===== config.mk =====
export PLATFORM = sky130hd
export DESIGN_NAME = serial_adder_flat
export DESIGN_NICKNAME = d
export VERILOG_FILES = /design/src/rtl/serial_adder_if.sv /design/src/rtl/serial_adder.sv /design/src/flat_wrapper.sv
export SDC_FILE = /design/constraint.sdc
export NUM_CORES = 1
export LEC_CHECK = 0
export ABC_CLOCK_PERIOD_IN_PS = 1700
export CAP_MARGIN = 15
export CORE_MARGIN = 2
export CORE_UTILIZATION = 25
export CTS_CLUSTER_DIAMETER = 100
export CTS_CLUSTER_SIZE = 12
export DETAILED_ROUTE_END_ITERATION = 6
export DONT_BUFFER_PORTS = 1
export SETUP_SLACK_MARGIN = 0.2
export SLEW_MARGIN = 20
export SYNTH_ARGS = -nofsm -noshare
export SYNTH_HDL_FRONTEND = slang
export SYNTH_SLANG_ARGS = --single-unit

===== constraint.sdc =====
create_clock -name clk -period 1.7 [get_ports clk]
set_input_delay 0.085 -clock clk [delete_from_list [all_inputs] [get_ports clk]]
set_output_delay 0.085 -clock clk [all_outputs]
set_load 0.05 [all_outputs]

===== src/rtl/serial_adder_if.sv =====
// serial_adder_if: operand/result handshake bundle for the bit-serial adder.
//   in_valid/in_ready  : operand handshake (a, b, cin)
//   out_valid/out_ready: result handshake (sum, cout)
//   busy               : adder is currently rippling bits
// master = the producer/consumer side, slave = the adder itself.
interface serial_adder_if #(
  parameter int WIDTH = 8
);
  logic             in_valid;
  logic             in_ready;
  logic [WIDTH-1:0] a;
  logic [WIDTH-1:0] b;
  logic             cin;
  logic             out_valid;
  logic             out_ready;
  logic [WIDTH-1:0] sum;
  logic             cout;
  logic             busy;

  modport master (
    output in_valid, a, b, cin, out_ready,
    input  in_ready, out_valid, sum, cout, busy
  );

  modport slave (
    input  in_valid, a, b, cin, out_ready,
    output in_ready, out_valid, sum, cout, busy
  );
endinterface


===== src/rtl/serial_adder.sv =====
// serial_adder: bit-serial ripple adder. Operands are latched on accept, then
// one bit per clock (LSB first) passes through a single NAND-only full adder
// with a registered carry. Result is presented after exactly WIDTH RUN cycles
// and held until the consumer takes it.
//
// Ports:
//   clk    rising-edge clock
//   rst_n  synchronous active-low reset
//   bus    serial_adder_if.slave: in_valid/in_ready/a/b/cin,
//          out_valid/out_ready/sum/cout, busy
//
// sheffer      : 2-input NAND primitive
// sa_fa_nand   : 1-bit full adder built from nine sheffer gates

module sheffer (
  input  logic a,
  input  logic b,
  output logic y
);
  assign y = ~(a & b);
endmodule

module sa_fa_nand (
  input  logic a,
  input  logic b,
  input  logic ci,
  output logic s,
  output logic co
);
  logic n1, n2, n3, axb, n5, n6, n7;

  // a ^ b from four NANDs; n1 = ~(a&b) is reused for the carry
  sheffer u_n1 (.a(a),   .b(b),  .y(n1));
  sheffer u_n2 (.a(a),   .b(n1), .y(n2));
  sheffer u_n3 (.a(b),   .b(n1), .y(n3));
  sheffer u_n4 (.a(n2),  .b(n3), .y(axb));
  // (a^b) ^ ci; n5 = ~((a^b)&ci) is reused for the carry
  sheffer u_n5 (.a(axb), .b(ci), .y(n5));
  sheffer u_n6 (.a(axb), .b(n5), .y(n6));
  sheffer u_n7 (.a(ci),  .b(n5), .y(n7));
  sheffer u_n8 (.a(n6),  .b(n7), .y(s));
  // co = (a&b) | ((a^b)&ci)
  sheffer u_n9 (.a(n5),  .b(n1), .y(co));
endmodule

module serial_adder #(
  parameter int WIDTH = 8
) (
  input  logic         clk,
  input  logic         rst_n,
  serial_adder_if.slave bus
);
  localparam int CW = $clog2(WIDTH + 1);

  typedef enum logic [1:0] {
    IDLE = 2'd0,
    RUN  = 2'd1,
    DONE = 2'd2
  } state_t;

  state_t           state_q, state_d;
  logic [CW-1:0]    cnt_q;
  logic [WIDTH-1:0] a_sh, b_sh;
  logic [WIDTH-1:0] sum_q, sum_shift;
  logic             carry_q, cout_q;
  logic             fa_s, fa_co;
  logic             last_bit;

  sa_fa_nand u_fa (
    .a  (a_sh[0]),
    .b  (b_sh[0]),
    .ci (carry_q),
    .s  (fa_s),
    .co (fa_co)
  );

  assign last_bit = (cnt_q == CW'(WIDTH - 1));

  // New sum bit enters at the MSB so after WIDTH shifts bit 0 holds the LSB.
  always_comb begin
    sum_shift            = sum_q >> 1;
    sum_shift[WIDTH-1]   = fa_s;
  end

  // ---------------- FSM ----------------
  always_ff @(posedge clk) begin
    if (!rst_n) state_q <= IDLE;
    else        state_q <= state_d;
  end

  always_comb begin
    state_d = state_q;
    case (state_q)
      IDLE:    if (bus.in_valid) state_d = RUN;
      RUN:     if (last_bit)     state_d = DONE;
      DONE:    if (bus.out_ready) state_d = IDLE;
      default: state_d = IDLE;
    endcase
  end

  // ---------------- datapath ----------------
  always_ff @(posedge clk) begin
    if (!rst_n) begin
      a_sh    <= '0;
      b_sh    <= '0;
      sum_q   <= '0;
      carry_q <= 1'b0;
      cout_q  <= 1'b0;
      cnt_q   <= '0;
    end else begin
      case (state_q)
        IDLE: begin
          if (bus.in_valid) begin
            a_sh    <= bus.a;
            b_sh    <= bus.b;
            carry_q <= bus.cin;
            cnt_q   <= '0;
          end
        end
        RUN: begin
          a_sh    <= a_sh >> 1;
          b_sh    <= b_sh >> 1;
          carry_q <= fa_co;
          sum_q   <= sum_shift;
          cnt_q   <= cnt_q + CW'(1);
          if (last_bit) cout_q <= fa_co;
        end
        default: ;  // DONE holds sum/cout for backpressure
      endcase
    end
  end

  // Status decoded from registered state only.
  assign bus.in_ready  = (state_q == IDLE);
  assign bus.busy      = (state_q == RUN);
  assign bus.out_valid = (state_q == DONE);
  assign bus.sum       = sum_q;
  assign bus.cout      = cout_q;
endmodule


===== src/flat_wrapper.sv =====
// flat-port wrapper written by rule: the top's interface ports become plain ports
module serial_adder_flat 
#(
  parameter int WIDTH = 8
)
  (clk, rst_n, bus_in_valid, bus_a, bus_b, bus_cin, bus_out_ready, bus_in_ready, bus_out_valid, bus_sum, bus_cout, bus_busy);
  serial_adder_if #(.WIDTH(WIDTH)) bus_i ();
  input  logic clk;
  input  logic rst_n;
  input wire logic [$bits(bus_i.in_valid)-1:0] bus_in_valid;
  input wire logic [$bits(bus_i.a)-1:0] bus_a;
  input wire logic [$bits(bus_i.b)-1:0] bus_b;
  input wire logic [$bits(bus_i.cin)-1:0] bus_cin;
  input wire logic [$bits(bus_i.out_ready)-1:0] bus_out_ready;
  output wire logic [$bits(bus_i.in_ready)-1:0] bus_in_ready;
  output wire logic [$bits(bus_i.out_valid)-1:0] bus_out_valid;
  output wire logic [$bits(bus_i.sum)-1:0] bus_sum;
  output wire logic [$bits(bus_i.cout)-1:0] bus_cout;
  output wire logic [$bits(bus_i.busy)-1:0] bus_busy;
  assign bus_i.in_valid = bus_in_valid;
  assign bus_i.a = bus_a;
  assign bus_i.b = bus_b;
  assign bus_i.cin = bus_cin;
  assign bus_i.out_ready = bus_out_ready;
  assign bus_in_ready = bus_i.in_ready;
  assign bus_out_valid = bus_i.out_valid;
  assign bus_sum = bus_i.sum;
  assign bus_cout = bus_i.cout;
  assign bus_busy = bus_i.busy;
  serial_adder #(.WIDTH(WIDTH)) u_core (.clk(clk), .rst_n(rst_n), .bus(bus_i));
endmodule

* Word-level counts from Yosys, hierarchy flattened
Cells that the tools add are included.
** Storage, ports and cells
- Flip-flop bits (word level) :: 32
- Input port bits :: 21
- Output and inout port bits :: 12
- Logic and storage cells :: 49
** Operators by class
- Add/subtract/negate cells :: 1
- Equality and inequality tests :: 6
- Muxes and demuxes :: 12
- Bitwise gates (word level) :: 18
- Reduce and logical (&&, ||, !) cells :: 5
** Operators by type and width (number)
- case mux 8 bit (2 select lines) :: 2
- 2-to-1 mux 8 bit :: 2
- AND 1 bit :: 9
- inverter 1 bit :: 9
- case mux 4 bit (2 select lines) :: 1
- 2-to-1 mux 2 bit :: 3
- case mux 2 bit (3 select lines) :: 1
- adder 4 x 1 -> 4 bit (second input constant) :: 1
- == test 4 x 3 -> 1 bit (second input constant) :: 1
- 2-to-1 mux 4 bit :: 1
- != test 2 bit (second input constant) :: 2
- AND reduction 2 bit :: 2
- AND reduction 3 bit :: 1
- == test 2 x 1 -> 1 bit (second input constant) :: 1
- == test 2 bit (second input constant) :: 1
- zero test 2 bit :: 1
- != test 2 x 1 -> 1 bit (second input constant) :: 1
- case mux 1 bit (2 select lines) :: 1
- nonzero test 2 bit :: 1
- 2-to-1 mux 1 bit :: 1

* Logic depth before layout (Yosys ltp)
- Depth in word-level cells :: 12
- Gate-level depth with buffers :: 6
- Gate-level depth less buffers :: 4

* Cells and area by module
From an unflattened synthesis, not the netlist that was laid out.
** Second synthesis, totals
- Cell total of the unflattened synthesis :: 169
- Area total of the unflattened synthesis :: 1353.8 um^2
** By module, submodules not included
- serial_adder :: instances 1, cells an instance 160, area an instance 1320.0 um^2, sequential area each 640.6 um^2
- sheffer :: instances 9, cells an instance 1, area an instance 3.8 um^2, sequential area each 0.0 um^2

* Least setup slack after synthesis
Ideal clock, no wire load.
- Path type :: reg2out
- Start :: reg u_core.state_q[1]
- End :: out bus_out_valid
- Arrival time :: 1.456 ns
- Data required time :: 1.615 ns
- Path slack :: 0.159 ns
- Stages on the path, launching flop included :: 4
- Buffers on the path :: 1
- Path through :: dfxtp_1 -> clkinv_1 -> buf_2 -> nor2_1
** Between the ends
- Longest elaborated chain between the ends :: 1
** RTL lines
- start: declaration :: line serial_adder.sv:61 : state_t state_q, state_d;
- start signal: assignment :: line serial_adder.sv:88 : else state_q <= state_d;
- == test 2 bit :: line serial_adder.sv:136 : assign bus.out_valid = (state_q == DONE);
- end: declaration :: line flat_wrapper.sv:16 : output wire logic [$bits(bus_i.out_valid)-1:0] bus_out_valid;
No other way between the ends.

* Worst setup path after layout
- Start :: reg u_core.state_q[1]
- End :: out bus_busy
** Between the ends
- Longest elaborated chain between the ends :: 1
** RTL lines
- == test 2 x 1 -> 1 bit :: line serial_adder.sv:135 : assign bus.busy = (state_q == RUN);
- end: declaration :: line flat_wrapper.sv:19 : output wire logic [$bits(bus_i.busy)-1:0] bus_busy;
No other way between the ends.

==> results.sh <==
export IMPL_crit_chain="nand2b_4, clkinvlp_4, buf_4"
export IMPL_antennaDiodeCount=0
export IMPL_cts_buffers=5
export IMPL_initial_core_util_pct=25.6
export IMPL_status="complete, no violations"
export IMPL_dieArea_sq_mm=0.00621
export IMPL_worstSetupPathType="reg -> out"
export IMPL_h_tree_depth=2
export IMPL_ys_seq_elements=32
export IMPL_die_y_microns=78.8
export IMPL_grt_pass1_wl_mm=4.86
export IMPL_hold_class="in -> reg"
export IMPL_dp_slack_ps=260
export IMPL_max_freq_mhz=709
export IMPL_skew_ps=2.84
export IMPL_antenna_left=0
export IMPL_synth_xor_area_share_pct=0
export IMPL_core_region_area_sq_mm=0.00547
export IMPL_clk_pin_slew_ps=70
export IMPL_syn_area_per_cell_sq_um=9.21
export IMPL_syn_area_sq_mm=0.00140
export IMPL_placed_cells=225
export IMPL_port_buffers=0
export IMPL_num_rows=27
export IMPL_cts_buffer_depth=2
export IMPL_hpwl_mm=1.97
export IMPL_powerDensity_mw_per_mm2=1100
export IMPL_die_w_microns=78.8
export IMPL_hold_worst_slack_ps=10.8
export IMPL_grt_usage_pct=9.97
export IMPL_dr_pass1_iters=4
export IMPL_cp_max_fo=12
export IMPL_slew_headroom_pct=34.5
export IMPL_antenna_found_initial=0
export IMPL_cap_violations=0
export IMPL_setup_ws_ps=289
export IMPL_grt_setup_unrepaired="false"
export IMPL_fin_crit_sh_pct=83.0
export IMPL_drt_drc_violations_left=0
export IMPL_synth_compound_area_share_pct=29.9
export IMPL_cts_tree="built"
export IMPL_instances_no_fill=235
export IMPL_vias=1128
export IMPL_gp_congestion=0.695
export IMPL_yosysSeqAreaShare_pct=45.8
export IMPL_clk_insertion_delay_late_ps=290
export IMPL_period_minus_slack_ps=1410
export IMPL_cpLargestDelayFamily="flip-flops"
export IMPL_slowest_delay_ps=460
export IMPL_leakagePower_nw=0.613
export IMPL_end_kind="output pin"
export IMPL_drt_iter0_drc=46
export IMPL_synthAdderAreaFrac_pct=2.32
export IMPL_clock_root_buffer="clkbuf_8"
export IMPL_worst_pin_slew_ps=982
export IMPL_area_growth_syn_to_layout_pct=17.3
export IMPL_io_pins=33
export IMPL_critPathLaunchType="register"
export IMPL_ir_worst_vdd_v=0.000454
export IMPL_netlist_instances=152
export IMPL_synth_simple_gate_area_share_pct=13.7
export IMPL_finalSetupViolCount=0
export IMPL_synth_mux_area_share_pct=0.715
export IMPL_clkSinkCount=32
export IMPL_grt_pass1_vias=1076
export IMPL_tns_ps=0
export IMPL_drive_above_1_share_pct=18.4
export IMPL_synth_top_family_by_area="compound AO/OA/AOI/OAI gates"
export IMPL_nets=185
export IMPL_n_fill_cell=596
export IMPL_wl_per_cell_microns=12.7
export IMPL_grt_ovfl_total=0
export IMPL_critPathSlowestCell="dfxtp_1"
export IMPL_cp_required_ps=1620
export IMPL_viasPerCell=4.80
export IMPL_routed_wl_mm=2.99
export IMPL_grt_start_max_net_pins=34
export IMPL_syn_num_nets=175
export IMPL_yosys_warnings=0
export IMPL_hold_viol=0
export IMPL_slew_violations=0
export IMPL_arrival_ps=1330
export IMPL_post_synth_num_cell_types=33
export IMPL_crit_buf_inv=2
export IMPL_r2r_slack_ps=380
-- what timing repair did --
action                                 in CTS  in global routing
setup endpoints to repair                   1                 15
setup buffers                               1                  0
pin swaps                                   0                  0
gates resized for setup                     2                  1
endpoints found under the hold margin      32                  0
cloned                                      0                  0
hold buffers                                1                  0
-- synth_stat cells --
master | n | area [sq um]
o311a_1 | 1 | 10.0
nand2b_1 | 1 | 6.26
o21ai_0 | 15 | 75.1
clkbuf_2 | 1 | 5.00
buf_2 | 1 | 5.00
o211a_1 | 1 | 10.0
mux2i_1 | 1 | 10.0
inv_1 | 3 | 11.3
nor2b_1 | 3 | 18.8
nand2b_4 | 3 | 41.3
o22ai_1 | 16 | 100
a21boi_2 | 1 | 11.3
clkbuf_1 | 2 | 7.51
nor2_1 | 2 | 7.51
o21ba_4 | 1 | 16.3
clkinv_1 | 1 | 3.75
clkbuf_8 | 1 | 13.8
a21boi_0 | 8 | 60.1
o31a_1 | 1 | 8.76
a32o_1 | 2 | 20.0
o21a_1 | 2 | 15.0
nand2_1 | 22 | 82.6
buf_4 | 2 | 15.0
nor3_1 | 3 | 15.0
ha_1 | 1 | 12.5
and3_1 | 1 | 6.26
a21oi_1 | 15 | 75.1
nor2b_2 | 1 | 8.76
nand3_1 | 1 | 5.00
a22o_1 | 2 | 17.5
fa_1 | 1 | 20.0
buf_6 | 4 | 45.0
dfxtp_1 | 32 | 641
-- cells in the final DEF, fill, tap and decap left out --
cell             n
inv_1            2
o22ai_1         16
a32o_1           2
nand3_1          1
and3_1           1
o21a_1           2
o21ai_0         15
o21ba_4          1
nor2_1           1
nor2b_1          3
o311a_1          1
clkinvlp_4       1
ha_1             1
dlymetal6s4s_1   1
nor2b_2          1
dfxtp_1         31
nand2b_1         1
bufinv_16        1
dfxtp_2          1
clkinv_1         1
a21boi_0         8
o31a_1           1
nor3_1           3
mux2i_1          1
clkbuf_8         7
fa_1             1
a21boi_2         1
nor2_2           1
a21oi_1         15
nand2_1         22
o211a_1          1
a22o_1           2
buf_4           13
nand2b_4         3
-- per-layer routing --
layer | track usage (%) | part of all wire [%] | vias up
met4 | 5.34 | 2.1 | 0
met5 | 0 | 0 | -
li1 | - | - | 562
met1 | 11.9 | 47 | 529
met2 | 15.4 | 44 | 30
met3 | 3.86 | 6.8 | 7
-- worst reg2reg max path, stage by stage, from the launching register on --
cell and delay (ps):
dfxtp_1 460, nand2b_4 270, clkinvlp_4 120, buf_4 170, o211a_1 200
-- kinds of logic after synthesis --
| family | Yosys count |
|---|---|
| compound gates | 65 |
| fa+ha+maj | 2 |
| buf+inv | 15 |
| flops | 32 |
| mux | 1 |
| simple gates | 37 |
-- where the power goes --
| group | switching, W | internal, W | leakage [nW] |
|---|---|---|---|
| registers | 0.0000303 | 0.000794 | 0.263 |
| logic | 0.000108 | 0.0000735 | 0.286 |
| clock network | 0.000283 | 0.000517 | 0.0645 |
-- worst paths after layout --
path | start | endpoint | depth (start not counted)
hold reg to reg | u_core.bus.cout | u_core.bus.cout | 2
setup reg to reg | u_core.state_q[1] | u_core.cnt_q[0] | 4
hold / removal | bus_a[5] | u_core.a_sh[5] | 2
setup / recovery | u_core.state_q[1] | bus_busy | 3
-- state kept, by name, summed over array words and instances, names as in the netlist --
signal / flops
u_core.a_sh: 8
u_core.b_sh: 8
u_core.bus.sum: 8
u_core.cnt_q: 4
u_core.state_q: 2
u_core.bus.cout: 1
u_core.carry_q: 1
-- through the flow --
stage | cell area (sq um) | power [W] | utilization [%]
2_1_floorplan | 1400 | 0.000995 | -
3_3_place_gp | 1490 | 0.00100 | 27.3
3_5_place_dp | 1490 | 0.00101 | 27.3
4_1_cts | 1640 | 0.00183 | 30.0
5_1_grt | 1640 | 0.00188 | 30.0
6_report | 1640 | 0.00181 | 30.0
-- layout make-up --
cell class	count	area, sq um	share of cell area (%)
clock buffer	7	96.3	5.86
sequential	32	642	39.1
multi-input combinational	105	656	39.9
clock inverter	1	30.0	1.83
inverter	4	18.8	1.14
timing repair buffer	14	110	6.70
tap	72	90.1	5.48
No activity file was read; power rests on OpenSTA's default activity.
